$ cat config.mk
export PLATFORM = sky130hd
export DESIGN_NAME = pio_arbiter
export DESIGN_NICKNAME = d
export VERILOG_FILES = /design/src/rtl/pio_arbiter.sv
export SDC_FILE = /design/constraint.sdc
export NUM_CORES = 1
export LEC_CHECK = 0
export CAP_MARGIN = 0
export CORE_MARGIN = 2
export CORE_UTILIZATION = 43
export DETAILED_ROUTE_END_ITERATION = 10
export GPL_TIMING_DRIVEN = 0
export PLACE_DENSITY = 0.91
export SLEW_MARGIN = 25
export SYNTH_ARGS = -nofsm -noshare
export SYNTH_HDL_FRONTEND = slang
export SYNTH_SLANG_ARGS = --single-unit
$ cat constraint.sdc
create_clock -name csi_MCLK_clk -period 2.3 [get_ports csi_MCLK_clk]
set_input_delay 0.23 -clock csi_MCLK_clk [delete_from_list [all_inputs] [get_ports csi_MCLK_clk]]
set_output_delay 0.23 -clock csi_MCLK_clk [all_outputs]
set_load 0.05 [all_outputs]
$ cat src/rtl/pio_arbiter.sv
// Round-robin arbiter sharing one registered-read GPIO slave between two Avalon-MM requesters.
// One transaction runs on the GPIO side at a time; each requester is released with a one-cycle ACK.
module pio_arbiter #(
    parameter int ADDR_W = 3,
    parameter int DATA_W = 32
) (
    input  logic                  csi_MCLK_clk,
    input  logic                  rsi_MRST_reset,
    input  logic [ADDR_W-1:0]     avs_s0_address,
    input  logic [DATA_W-1:0]     avs_s0_writedata,
    input  logic [DATA_W/8-1:0]   avs_s0_byteenable,
    input  logic                  avs_s0_write,
    input  logic                  avs_s0_read,
    output logic [DATA_W-1:0]     avs_s0_readdata,
    output logic                  avs_s0_waitrequest,
    input  logic [ADDR_W-1:0]     avs_s1_address,
    input  logic [DATA_W-1:0]     avs_s1_writedata,
    input  logic [DATA_W/8-1:0]   avs_s1_byteenable,
    input  logic                  avs_s1_write,
    input  logic                  avs_s1_read,
    output logic [DATA_W-1:0]     avs_s1_readdata,
    output logic                  avs_s1_waitrequest,
    output logic [ADDR_W-1:0]     avm_gpio_address,
    output logic [DATA_W-1:0]     avm_gpio_writedata,
    output logic [DATA_W/8-1:0]   avm_gpio_byteenable,
    output logic                  avm_gpio_write,
    output logic                  avm_gpio_read,
    input  logic [DATA_W-1:0]     avm_gpio_readdata
);

    typedef enum logic [2:0] {IDLE, WR, RD_ADDR, RD_CAP, ACK} state_t;

    state_t                r_state;
    logic                  r_last_grant;
    logic                  r_port;
    logic                  r_write;
    logic                  r_read;
    logic                  r_wait0;
    logic                  r_wait1;
    logic [ADDR_W-1:0]     r_addr;
    logic [DATA_W-1:0]     r_wdata;
    logic [DATA_W/8-1:0]   r_be;
    logic [DATA_W-1:0]     r_rdata0;
    logic [DATA_W-1:0]     r_rdata1;

    logic                  w_req0;
    logic                  w_req1;
    logic                  w_pick1;
    logic                  w_sel_wr;
    logic [ADDR_W-1:0]     w_sel_addr;
    logic [DATA_W-1:0]     w_sel_wdata;
    logic [DATA_W/8-1:0]   w_sel_be;

    assign w_req0      = avs_s0_write | avs_s0_read;
    assign w_req1      = avs_s1_write | avs_s1_read;
    // On a tie, s1 wins only if s0 was served last.
    assign w_pick1     = w_req1 & (~w_req0 | ~r_last_grant);
    assign w_sel_wr    = w_pick1 ? avs_s1_write      : avs_s0_write;
    assign w_sel_addr  = w_pick1 ? avs_s1_address    : avs_s0_address;
    assign w_sel_wdata = w_pick1 ? avs_s1_writedata  : avs_s0_writedata;
    assign w_sel_be    = w_pick1 ? avs_s1_byteenable : avs_s0_byteenable;

    always_ff @(posedge csi_MCLK_clk) begin
        if (rsi_MRST_reset) begin
            r_state      <= IDLE;
            r_last_grant <= 1'b1;
            r_port       <= 1'b0;
            r_write      <= 1'b0;
            r_read       <= 1'b0;
            r_wait0      <= 1'b1;
            r_wait1      <= 1'b1;
            r_addr       <= '0;
            r_wdata      <= '0;
            r_be         <= '0;
            r_rdata0     <= '0;
            r_rdata1     <= '0;
        end else begin
            case (r_state)
                IDLE: begin
                    if (w_req0 || w_req1) begin
                        r_port       <= w_pick1;
                        r_last_grant <= w_pick1;
                        r_addr       <= w_sel_addr;
                        r_wdata      <= w_sel_wdata;
                        r_be         <= w_sel_be;
                        r_write      <= w_sel_wr;
                        r_read       <= ~w_sel_wr;
                        r_state      <= w_sel_wr ? WR : RD_ADDR;
                    end
                end
                WR: begin
                    r_write <= 1'b0;
                    r_state <= ACK;
                    if (r_port) begin
                        r_wait1  <= 1'b0;
                        r_rdata1 <= '0;
                    end else begin
                        r_wait0  <= 1'b0;
                        r_rdata0 <= '0;
                    end
                end
                RD_ADDR: begin
                    r_read  <= 1'b0;
                    r_state <= RD_CAP;
                end
                RD_CAP: begin
                    // Slave data is valid now; the per-port readdata register is the hold register.
                    r_state <= ACK;
                    if (r_port) begin
                        r_wait1  <= 1'b0;
                        r_rdata1 <= avm_gpio_readdata;
                    end else begin
                        r_wait0  <= 1'b0;
                        r_rdata0 <= avm_gpio_readdata;
                    end
                end
                ACK: begin
                    r_wait0 <= 1'b1;
                    r_wait1 <= 1'b1;
                    r_state <= IDLE;
                end
                default: r_state <= IDLE;
            endcase
        end
    end

    assign avm_gpio_address    = r_addr;
    assign avm_gpio_writedata  = r_wdata;
    assign avm_gpio_byteenable = r_be;
    assign avm_gpio_write      = r_write;
    assign avm_gpio_read       = r_read;
    assign avs_s0_waitrequest  = r_wait0;
    assign avs_s1_waitrequest  = r_wait1;
    assign avs_s0_readdata     = r_rdata0;
    assign avs_s1_readdata     = r_rdata1;

endmodule

; ---- After elaboration in Yosys (flattened, before gate mapping)
; Index checks and enable logic that the tools add are counted.
; W data, S select, Z words.
[totals]
out_inout_bits = 107
wordCells = 65
register_bits = 112
in_bits = 116
[op_classes]
n_eq_ne = 11
bitwise_logic = 7
muxes = 21
n_reduce_logical = 14
[ops]
columns = op, count
row1 = $mux W32, 5
row2 = $pmux W32 S2, 2
row3 = $ne A2 B2 Y1 const B, 6
row4 = $reduce_and A2 Y1, 5
row5 = $pmux W3 S3, 1
row6 = $pmux W1 S2, 4
row7 = $reduce_bool A2 Y1, 4
row8 = $eq A3 B2 Y1 const B, 2
row9 = $mux W3, 2
row10 = $reduce_and A3 Y1, 2
row11 = $mux W1, 5
row12 = $mux W4, 1
row13 = $eq A3 B1 Y1 const B, 1
row14 = $eq A3 B3 Y1 const B, 1
row15 = $logic_not A3 Y1, 1
row16 = $not A1 Y1, 3
row17 = $or A1 B1 Y1, 3
row18 = $mux W2, 1
row19 = $ne A2 B1 Y1 const B, 1
row20 = $reduce_or A2 Y1, 1
row21 = $and A1 B1 Y1, 1
row22 = $logic_or A1 B1 Y1, 1

; ---- Longest topological paths before layout
[logic_depth]
depth_word = 8
depth_mapped = 6

; ---- Worst setup path after synthesis
; OpenSTA, ideal clock, no wires.
[synth_path]
path_type = flip-flop to flip-flop
start = reg r_state[1]
end = reg r_wdata[25] (netlist: avm_gpio_writedata[25])
n_path_buf = 3
t_required_ps = 2158
arrival_time_ps = 1198
stages_incl_launch_ff = 6
setup_ps = 142
path_slack_ps = 960
synth_period_minus_slack_ps = 1340
path_cell_list = dfxtp_1 -> clkbuf_1 -> nor4_2 -> buf_4 -> buf_2 -> a311oi_2
[synth_between]
elab_chain_len = 2
[synth_lines]
columns = item, line
row1 = "start, declared", 33  ; state_t r_state;
row2 = "start signal, assigned", 88  ; r_state <= w_sel_wr ? WR : RD_ADDR;
row3 = $logic_not A3 Y1, 78  ; case (r_state)
row4 = $reduce_and A2 Y1 (no source line), -
row5 = "end signal, assigned", 84  ; r_wdata <= w_sel_wdata;
row6 = "end, declared", 41  ; logic [DATA_W-1:0] r_wdata;
; Every way passes these cells.
; A chain may end at the register's enable or synchronous reset.

; ---- Final worst setup path
[layout_path]
start = reg r_read (netlist: avm_gpio_read)
end = out avm_gpio_read
[layout_rtl]
columns = item, line
row1 = "start, declared", 37  ; logic r_read;
row2 = "start signal, assigned", 87  ; r_read <= ~w_sel_wr;
row3 = "end, declared", 27  ; output logic avm_gpio_read,
; No word-level cell between the ends.

==> results.json <==
{
  "status": "finished clean",
  "diodes": 0,
  "drt_iter0_drc": 266,
  "finalWeightedCongestion": 0.868,
  "syn_area_mm2": 0.00447,
  "clk_pin_slew_ns": 0.11,
  "hold_violations": 0,
  "clk_path_buf_depth": 2,
  "cts_tree": "built",
  "nets": 901,
  "dp_cells": 910,
  "grt_pass1_wl_um": 23000,
  "dieWidth_um": 106,
  "crit_path_max_fanout": 2,
  "wire_per_inst_um": 15.6,
  "syn-num-nets": 669,
  "ctsHoldBuffers": 0,
  "ir_worst_vdd_mv": 0.437,
  "power.leakage_nw": 2.50,
  "synthDistinctLibCells": 24,
  "synth-edff-count": 0,
  "setup_viol": 0,
  "via_per_inst": 5.29,
  "period_minus_slack_ns": 1.86,
  "port_buffers": 221,
  "postSynthCellCount": 553,
  "dpl.hpwl_um": 11300,
  "clk_latency_ns": 0.37,
  "drive_above_1_share_pct": 6.71,
  "h-tree-depth": 3,
  "powerDensity_mw_per_mm2": 774,
  "syn_to_final_growth_pct": 57.5,
  "vias": 4894,
  "ant_nets": 0,
  "initial_core_util_pct": 43.7,
  "crit_family": "buffers and inverters",
  "ys_seq_area_share_pct": 50.1,
  "critPathArrivalTime_ns": 1.63,
  "grt_max_degree": 19,
  "fin_cells": 926,
  "critical_path_class": "register to primary output",
  "fillers": 792,
  "clock-sinks": 112,
  "slowest_delay_ns": 0.89,
  "synth-async-reset-ratio_pct": 0,
  "fp-row-count": 37,
  "cts-resized-gates": 0,
  "max_freq_mhz": 537,
  "endpoint_kind": "primary output",
  "fp.dieArea_mm2": 0.0112,
  "slew_viol_final": 0,
  "worstMarginPinSlew_ns": 0.647,
  "crit_required_ns": 2.07,
  "yosys_most_used_dff": "dfxtp_1",
  "synth.avg_cell_area_um2": 8.09,
  "grt_usage_pct": 25.3,
  "post_cts_buffers": 0,
  "ys_warn_count": 0,
  "grt_pass1_vias": 4906,
  "tns_ns": 0,
  "fin_skew_ns": 0.0148,
  "slew_headroom_pct": 56.9,
  "maxCapViolCount": 0,
  "utilization_pct": 68.9,
  "drc": 0,
  "gr-total-overflow": 0,
  "wirelength_um": 14500,
  "numCtsBuffers": 9,
  "core_mm2": 0.0102,
  "dr.pass1.iters": 5,
  "io_pins": 223,
  "cp_cell_sequence": "clkdlybuf4s50_1",
  "antenna_found_initial": 0,
  "start_kind": "register",
  "whs_ns": 0.397,
  "slowest_stage": "clkdlybuf4s50_1",
  "rsz0062_at_grt": "no",
  "crit_buf_inv": 1,
  "ys_seq_elements": 112,
  "post-route-period-util_pct": 81.0,
  "min_path_type": "input port to register",
  "die_h_um": 106,
  "root_buffer": "clkbuf_8"
}
[through the flow]
stage                     setup slack, ns  total power [mW]  cell area [um2]
after floorplan                     0.960              3.57             4470
after global placement              0.392              4.30             6860
after detailed placement            0.344              4.35             6860
after CTS                           0.416              5.48             7050
after global routing                0.385              5.71             7050
final                               0.437              5.45             7050
[layout make-up]
type | instances | area [um2] | share of cell area, %
Sequential cell | 112 | 2240 | 31.8
Timing Repair Buffer | 221 | 2210 | 31.4
Multi-Input combinational cell | 389 | 1970 | 27.9
Buffer | 50 | 258 | 3.66
Tap cell | 136 | 170 | 2.42
Clock buffer | 11 | 151 | 2.15
Clock inverter | 5 | 38.8 | 0.551
Inverter | 2 | 7.51 | 0.107
[state kept, by name, indices dropped and copies added, names as in the netlist]
signal               count
avm_gpio_write           1
avs_s1_readdata         32
avs_s0_readdata         32
r_state                  3
r_last_grant             1
avs_s0_waitrequest       1
avm_gpio_writedata      32
avm_gpio_byteenable      4
avs_s1_waitrequest       1
r_port                   1
avm_gpio_address         3
avm_gpio_read            1
[worst paths after layout]
kind / startpoint / end / slack (ns) / cells after the start
max: avm_gpio_read / avm_gpio_read / 0.44 / 1
max reg2reg: r_state[1] / avs_s0_readdata[6] / 0.65 / 5
min: rsi_MRST_reset / avs_s0_waitrequest / 0.40 / 3
min reg2reg: avs_s0_readdata[20] / avs_s0_readdata[20] / 0.46 / 2
[synthesized netlist by cell type (all sizes together) (2+ instances only)]
| cell | number | area [um2] |
|---|---|---|
| nor2b | 3 | 18.8 |
| nand3 | 64 | 320 |
| a311oi | 39 | 404 |
| o21a | 2 | 15.0 |
| buf | 25 | 164 |
| clkbuf | 25 | 93.8 |
| nand2b | 5 | 31.3 |
| o21ai | 7 | 35.0 |
| nand2 | 146 | 548 |
| nor4 | 2 | 33.8 |
| a21oi | 69 | 345 |
| dfxtp | 112 | 2240 |
| inv | 2 | 7.51 |
| nor2 | 47 | 176 |
[placed cells by master (no fill, tap or decap), drive strengths merged]
| cell type | Yosys | layout |
|---|---|---|
| nor4 | 2 | 2 |
| a21oi | 69 | 69 |
| nor2 | 47 | 47 |
| and2 | 1 | 1 |
| nand2b | 5 | 5 |
| o31ai | 1 | 1 |
| o221ai | 1 | 1 |
| a311oi | 39 | 39 |
| clkdlybuf4s50 | 0 | 221 |
| clkbuf | 25 | 36 |
| dfxtp | 112 | 112 |
| nor3 | 1 | 1 |
| mux2i | 1 | 1 |
| nor2b | 3 | 3 |
| inv | 2 | 4 |
| nand2 | 146 | 146 |
| nand3 | 64 | 64 |
| o21ai | 7 | 7 |
| clkinvlp | 0 | 1 |
| clkinv | 0 | 2 |
| o21a | 2 | 2 |
| buf | 25 | 25 |
[routing by layer]
metal  routed length, um  vias up  track usage, %
met5                   0        -               0
met4                 444        0            11.2
met3                1240       36            6.62
met2                7070      240            44.1
met1                5700     2261            29.1
li1                    -     2357               -
[logic make-up (layout without fill, tap and decap cells)]
kind of cell	Yosys count	after routing	synth area share, %
mux	1	1	0.224
flops	112	112	50.1
buf+inv	52	289	5.93
simple gates	269	269	25.5
compound gates	119	119	18.2
[report_power, final]
part | switching, mW | internal (mW) | total, mW | leakage [nW]
combinational | 1.32 | 0.752 | 2.07 | 1.49
sequential | 0.118 | 2.13 | 2.25 | 0.915
clock | 0.672 | 0.463 | 1.13 | 0.0963
Power figures use the tool's default switching activity.
